==> src/rtl/mem_arbiter_pkg.sv <==
// Shared definitions for the instruction/data RAM arbiter.
//   - FSM state encoding (2 bits)
//   - device index constants (DEV_IF = instruction fetch, DEV_ID = instruction decoder)
//   - default RAM address/data widths
package mem_arbiter_pkg;

    localparam int unsigned ADDR_WIDTH_DEF = 10;
    localparam int unsigned DATA_WIDTH_DEF = 32;

    typedef enum logic [1:0] {
        ST_IDLE   = 2'd0,
        ST_ACCESS = 2'd1,
        ST_ACK    = 2'd2
    } state_t;

    localparam logic DEV_IF = 1'b0;
    localparam logic DEV_ID = 1'b1;

endpackage

==> src/rtl/mem_arbiter_arb_rr2.sv <==
// Combinational 2-way round-robin picker with burst lock.
// Ports:
//   req[1:0]    per-device request (bit0 = device 1, bit1 = device 2)
//   last_grant  index of the most recent owner
//   lock        most recent owner holds a burst lock
//   valid       at least one request present
//   winner      index of the selected device (meaningful when valid)
module arb_rr2
    import mem_arbiter_pkg::*;
(
    input  logic [1:0] req,
    input  logic       last_grant,
    input  logic       lock,
    output logic       valid,
    output logic       winner
);

    // A live lock beats round-robin; a tie goes to whoever did not win last.
    always_comb begin
        valid  = |req;
        winner = DEV_IF;
        if (lock && req[last_grant]) begin
            winner = last_grant;
        end else if (req == 2'b01) begin
            winner = DEV_IF;
        end else if (req == 2'b10) begin
            winner = DEV_ID;
        end else if (req == 2'b11) begin
            winner = ~last_grant;
        end
    end

endmodule

==> src/rtl/mem_arbiter.sv <==
// Arbiter sharing the single-port instruction/data RAM between instruction
// fetch (device 1) and the instruction decoder (device 2).
// Each access takes IDLE -> ACCESS -> ACK; read data is taken by the device
// straight from the RAM output during its do_ack cycle.
// Ports:
//   clk, reset                 clock, asynchronous active-high reset
//   devices_mem_en/we/burst_en per-device request, write, burst qualifiers
//   device_N_mem_addr/di       per-device address and write data
//   devices_do_ack             one-cycle completion pulse per device
//   mem_en/we/addr/di          registered RAM-side controls
//   grant_owner                current or most recent owner (debug)
module mem_arbiter
    import mem_arbiter_pkg::*;
#(
    parameter int unsigned ADDR_WIDTH = ADDR_WIDTH_DEF,
    parameter int unsigned DATA_WIDTH = DATA_WIDTH_DEF,
    parameter int unsigned MAX_BURST  = 4
) (
    input  logic                  clk,
    input  logic                  reset,
    input  logic [1:0]            devices_mem_en,
    input  logic [1:0]            devices_mem_we,
    input  logic [1:0]            devices_burst_en,
    input  logic [ADDR_WIDTH-1:0] device_1_mem_addr,
    input  logic [DATA_WIDTH-1:0] device_1_mem_di,
    input  logic [ADDR_WIDTH-1:0] device_2_mem_addr,
    input  logic [DATA_WIDTH-1:0] device_2_mem_di,
    output logic [1:0]            devices_do_ack,
    output logic                  mem_en,
    output logic                  mem_we,
    output logic [ADDR_WIDTH-1:0] mem_addr,
    output logic [DATA_WIDTH-1:0] mem_di,
    output logic                  grant_owner
);

    localparam int unsigned BEAT_W = $clog2(MAX_BURST + 1);

    state_t              state;
    logic                last_grant;
    logic                lock;
    logic [BEAT_W-1:0]   beat_cnt;

    logic                pick_valid;
    logic                pick_winner;
    logic [ADDR_WIDTH-1:0] sel_addr;
    logic [DATA_WIDTH-1:0] sel_di;
    logic                sel_we;

    arb_rr2 u_arb (
        .req        (devices_mem_en),
        .last_grant (last_grant),
        .lock       (lock),
        .valid      (pick_valid),
        .winner     (pick_winner)
    );

    // Request payload of the device the picker selected.
    always_comb begin
        sel_addr = device_1_mem_addr;
        sel_di   = device_1_mem_di;
        sel_we   = devices_mem_we[0];
        if (pick_winner == DEV_ID) begin
            sel_addr = device_2_mem_addr;
            sel_di   = device_2_mem_di;
            sel_we   = devices_mem_we[1];
        end
    end

    // Access sequencer; reset drops mem_en/mem_we at once so an in-flight
    // write never reaches the RAM edge.
    always_ff @(posedge clk or posedge reset) begin
        if (reset) begin
            state          <= ST_IDLE;
            last_grant     <= DEV_ID;
            lock           <= 1'b0;
            beat_cnt       <= '0;
            mem_en         <= 1'b0;
            mem_we         <= 1'b0;
            mem_addr       <= '0;
            mem_di         <= '0;
            devices_do_ack <= 2'b00;
            grant_owner    <= 1'b0;
        end else begin
            case (state)
                ST_IDLE: begin
                    if (pick_valid) begin
                        mem_en      <= 1'b1;
                        mem_we      <= sel_we;
                        mem_addr    <= sel_addr;
                        mem_di      <= sel_di;
                        last_grant  <= pick_winner;
                        grant_owner <= pick_winner;
                        // Granting anyone but the previous owner ends its burst.
                        if (pick_winner != last_grant) begin
                            lock     <= 1'b0;
                            beat_cnt <= '0;
                        end
                        state <= ST_ACCESS;
                    end
                end
                ST_ACCESS: begin
                    mem_en         <= 1'b0;
                    mem_we         <= 1'b0;
                    devices_do_ack <= (last_grant == DEV_ID) ? 2'b10 : 2'b01;
                    state          <= ST_ACK;
                end
                ST_ACK: begin
                    devices_do_ack <= 2'b00;
                    // Extend the burst until the owner has had MAX_BURST grants.
                    if (devices_burst_en[last_grant] &&
                        (beat_cnt < BEAT_W'(MAX_BURST - 1))) begin
                        lock     <= 1'b1;
                        beat_cnt <= beat_cnt + BEAT_W'(1);
                    end else begin
                        lock     <= 1'b0;
                        beat_cnt <= '0;
                    end
                    state <= ST_IDLE;
                end
                default: begin
                    state <= ST_IDLE;
                end
            endcase
        end
    end

endmodule
==> config.mk <==
export PLATFORM = sky130hd
export DESIGN_NAME = mem_arbiter
export DESIGN_NICKNAME = d
export VERILOG_FILES = /design/src/rtl/mem_arbiter_pkg.sv /design/src/rtl/mem_arbiter_arb_rr2.sv /design/src/rtl/mem_arbiter.sv
export SDC_FILE = /design/constraint.sdc
export NUM_CORES = 1
export LEC_CHECK = 0
export BUFFER_PORTS_ARGS = -buffer_cell sky130_fd_sc_hd__clkbuf_2
export CAP_MARGIN = 0
export CORE_ASPECT_RATIO = 1.25
export CORE_MARGIN = 1.5
export CORE_UTILIZATION = 40
export DETAILED_ROUTE_END_ITERATION = 10
export PLACE_DENSITY_LB_ADDON = 0.12
export SYNTH_ARGS = -nofsm -noshare
export SYNTH_HDL_FRONTEND = slang
export SYNTH_SLANG_ARGS = --single-unit
==> constraint.sdc <==
create_clock -name clk -period 1.84 [get_ports clk]
set_clock_uncertainty 0.1 [all_clocks]
set_input_delay 0.184 -clock clk [delete_from_list [all_inputs] [get_ports clk]]
set_output_delay 0.184 -clock clk [all_outputs]
set_load 0.1 [all_outputs]
==> run metrics <==
RePlAce Congestion=0.740; max-slew violations=0; Final Hold Vio Count=0; Initial Util=0.417; First DRT Iteration DRCs=about 80; total negative setup slack=0 ns; Worst EP required=~1.9 ns; Rows=32; Clock Latency Late Sink=about 0.30 ns; Via density=around 4.7; endpoint kind of the worst setup timing path=flip-flop; Routed Antenna Nets=0; post-DR wirelength/cell=approximately 13 um; Crit path arrival time=approximately 1.9 ns; min cycle time layout=1.78 ns; DRC Markers=0; Min-Delay Path Class=in2reg; Clk Tree Root Cell=clkbuf_8; first-pass GRT wire length=roughly 9.3 mm; headroom to the max-slew limit=0.628; setup repair after global routing missed its margin=true; die width=around 75 um; first drt pass iteration count=4; cell area after layout=about 3600 sq um; share of cells above drive strength 1=0.445; CTS sink count=54; Area contributors post-synth=dfrtp_1, mux2i_1, o21ai_0; post-DP HPWL=about 4.4 mm; vias in the first global route=2,159; Crit Path Max Fanout=7; cells after synthesis=around 240; final WL=6.19 mm; CP Launch Point=last_grant; via total after detailed routing=approximately 2.2k; register area share after synthesis=0.522; critical path's slowest cell=dfstp_2; WP buf/inv=0; Critical Path Max Stage Delay=about 0.65 ns; largest net degree at the start of global routing=53; R2R Path End=lock; chip height=about 93 um; initial antenna violation count=0; Fillers=just under 600; Crit path max-delay family=flip-flops; H-tree depth=2; Net Count, Synth=337; Final setup viols=0; worst hold stages=3; dpl cell area=3380 sq um; I/O pin count=between 100 and 150; worst path cell trace=mux2_4 > a211oi_2 > a21oi_2 > mux2_2; clk slew on worst S/H paths=around 0.09 ns; Max Freq=roughly 560 MHz; total track usage=0.175; Port Buffers=around 140; hold path start=device_2_mem_di[3]; Die Area=6970 sq um; Worst Path Class, Setup=reg2reg; leading area contributor after synthesis=dfrtp_1; n_diodes=0; CP Launch Type=flip-flop; RR Startpoint=last_grant; reg2reg setup slack=0.06 ns; area of the mapped netlist=2590 sq um; gr ovfl total=0; Worst Hold Endpoint=mem_di[3]; FF+latch count, synth=between 50 and 60; cts bufs inserted=5; Distinct cells, synth=27; Area growth syn-to-layout=38.4%; core area=between 6000 and 7000 sq um; CTS tree=built; Period Utilization, post-route=0.969; Synth top area share=0.512; Slew @ Worst Pin=0.560 ns; status=completed; Layout Nets=479; Mean Syn Cell Area=approximately 11 sq um; yosys warns=0; reg2reg path depth=4; CTS Buffer Depth=2; Max Cap Violations=0
registers in the layout (all words and copies together) (netlist names):
name            flops
mem_addr           10
beat_cnt            3
last_grant          1
mem_di             32
grant_owner         1
state               2
mem_en              1
mem_we              1
devices_do_ack      2
lock                1
cell usage in the layout (no fill, tap or decap), types with 2 or more instances in the layout:
cell type	count
a21oi_1	2
buf_12	5
buf_4	4
clkbuf_16	2
clkbuf_2	138
clkbuf_8	6
dfrtp_1	53
ha_1	4
inv_1	6
inv_2	2
mux2_2	3
mux2i_1	46
nand2_1	47
nor2_1	3
o21ai_0	38
o21ai_1	7
o21ai_4	2
per-stage QoR:
step,std cells,hold slack [ns],util,setup WS (ns)
final,469,0.0464,0.577,0.0570
after CTS,465,0.0379,0.561,0.0583
after global placement,456,0.0525,0.545,0.105
after floorplan,241,0.249,-,0.123
after detailed placement,456,0.0473,0.545,0.0688
after global routing,469,0.0435,0.577,-0.0131
worst max path at each step:
stage / endpoint / slack, ns / cells past startpoint
3_3_place_gp: beat_cnt[0] / 0.10 / 4
4_1_cts: lock / 0.06 / 4
6_report: lock / 0.06 / 4
5_1_grt: beat_cnt[0] / -0.01 / 4
3_5_place_dp: lock / 0.07 / 4
2_1_floorplan: beat_cnt[0] / 0.12 / 5
cells in the mapped netlist (all sizes together):
| cell | n |
|---|---|
| a31o | 1 |
| dfrtp | 53 |
| o21ai | 47 |
| inv | 8 |
| buf | 7 |
| dfstp | 1 |
| a21oi | 3 |
| xnor2 | 1 |
| nor2 | 3 |
| nand3 | 1 |
| a2111oi | 1 |
| nor4 | 1 |
| nand2 | 47 |
| clkbuf | 8 |
| o21a | 1 |
| a211oi | 1 |
| ha | 4 |
| nor2b | 1 |
| mux2 | 4 |
| mux2i | 47 |
| o31ai | 1 |
layer usage:
metal | routed length, um | vias to the layer above | global-route usage
met5 | 0 | - | 0
met4 | 120 | 0 | 0.0773
met3 | 361 | 11 | 0.0392
met2 | 3130 | 77 | 0.298
met1 | 2580 | 1013 | 0.205
li1 | - | 1108 | -
final cells by class:
cell class / count / area, sq um / share of cell area
clock buffer: 7 / 86.3 / 0.0241
clock inverter: 1 / 5.00 / 0.00140
inverter: 8 / 30.0 / 0.00838
multi-input combinational: 164 / 1120 / 0.313
sequential: 54 / 1350 / 0.377
tap: 85 / 106 / 0.0297
timing repair buffer: 150 / 881 / 0.246
cell families after synthesis:
logic type      after synthesis  synth area share
compound gates               55             0.119
flops                        54             0.522
simple gates                 53            0.0793
mux                          51             0.201
buf+inv                      23            0.0556
fa+ha+maj                     4            0.0193
xor+xnor                      1           0.00338
timing repair:
action                     CTS  global route
hold endpoints to repair    12             0
setup endpoints to repair    0             9
gates resized for setup      0             6
hold buffers                 1             0
setup buffers                0             2
tightest hold or removal path, delay by kind of cell:
family | cells | cell delay, ns
buffers and inverters | 1 | 0.07
multiplexers | 1 | 0.05
AO/OA/AOI/OAI | 1 | 0.11
Power is not shown: default switching activity piles up to over one toggle a cycle in this logic, so the estimate is an artifact.
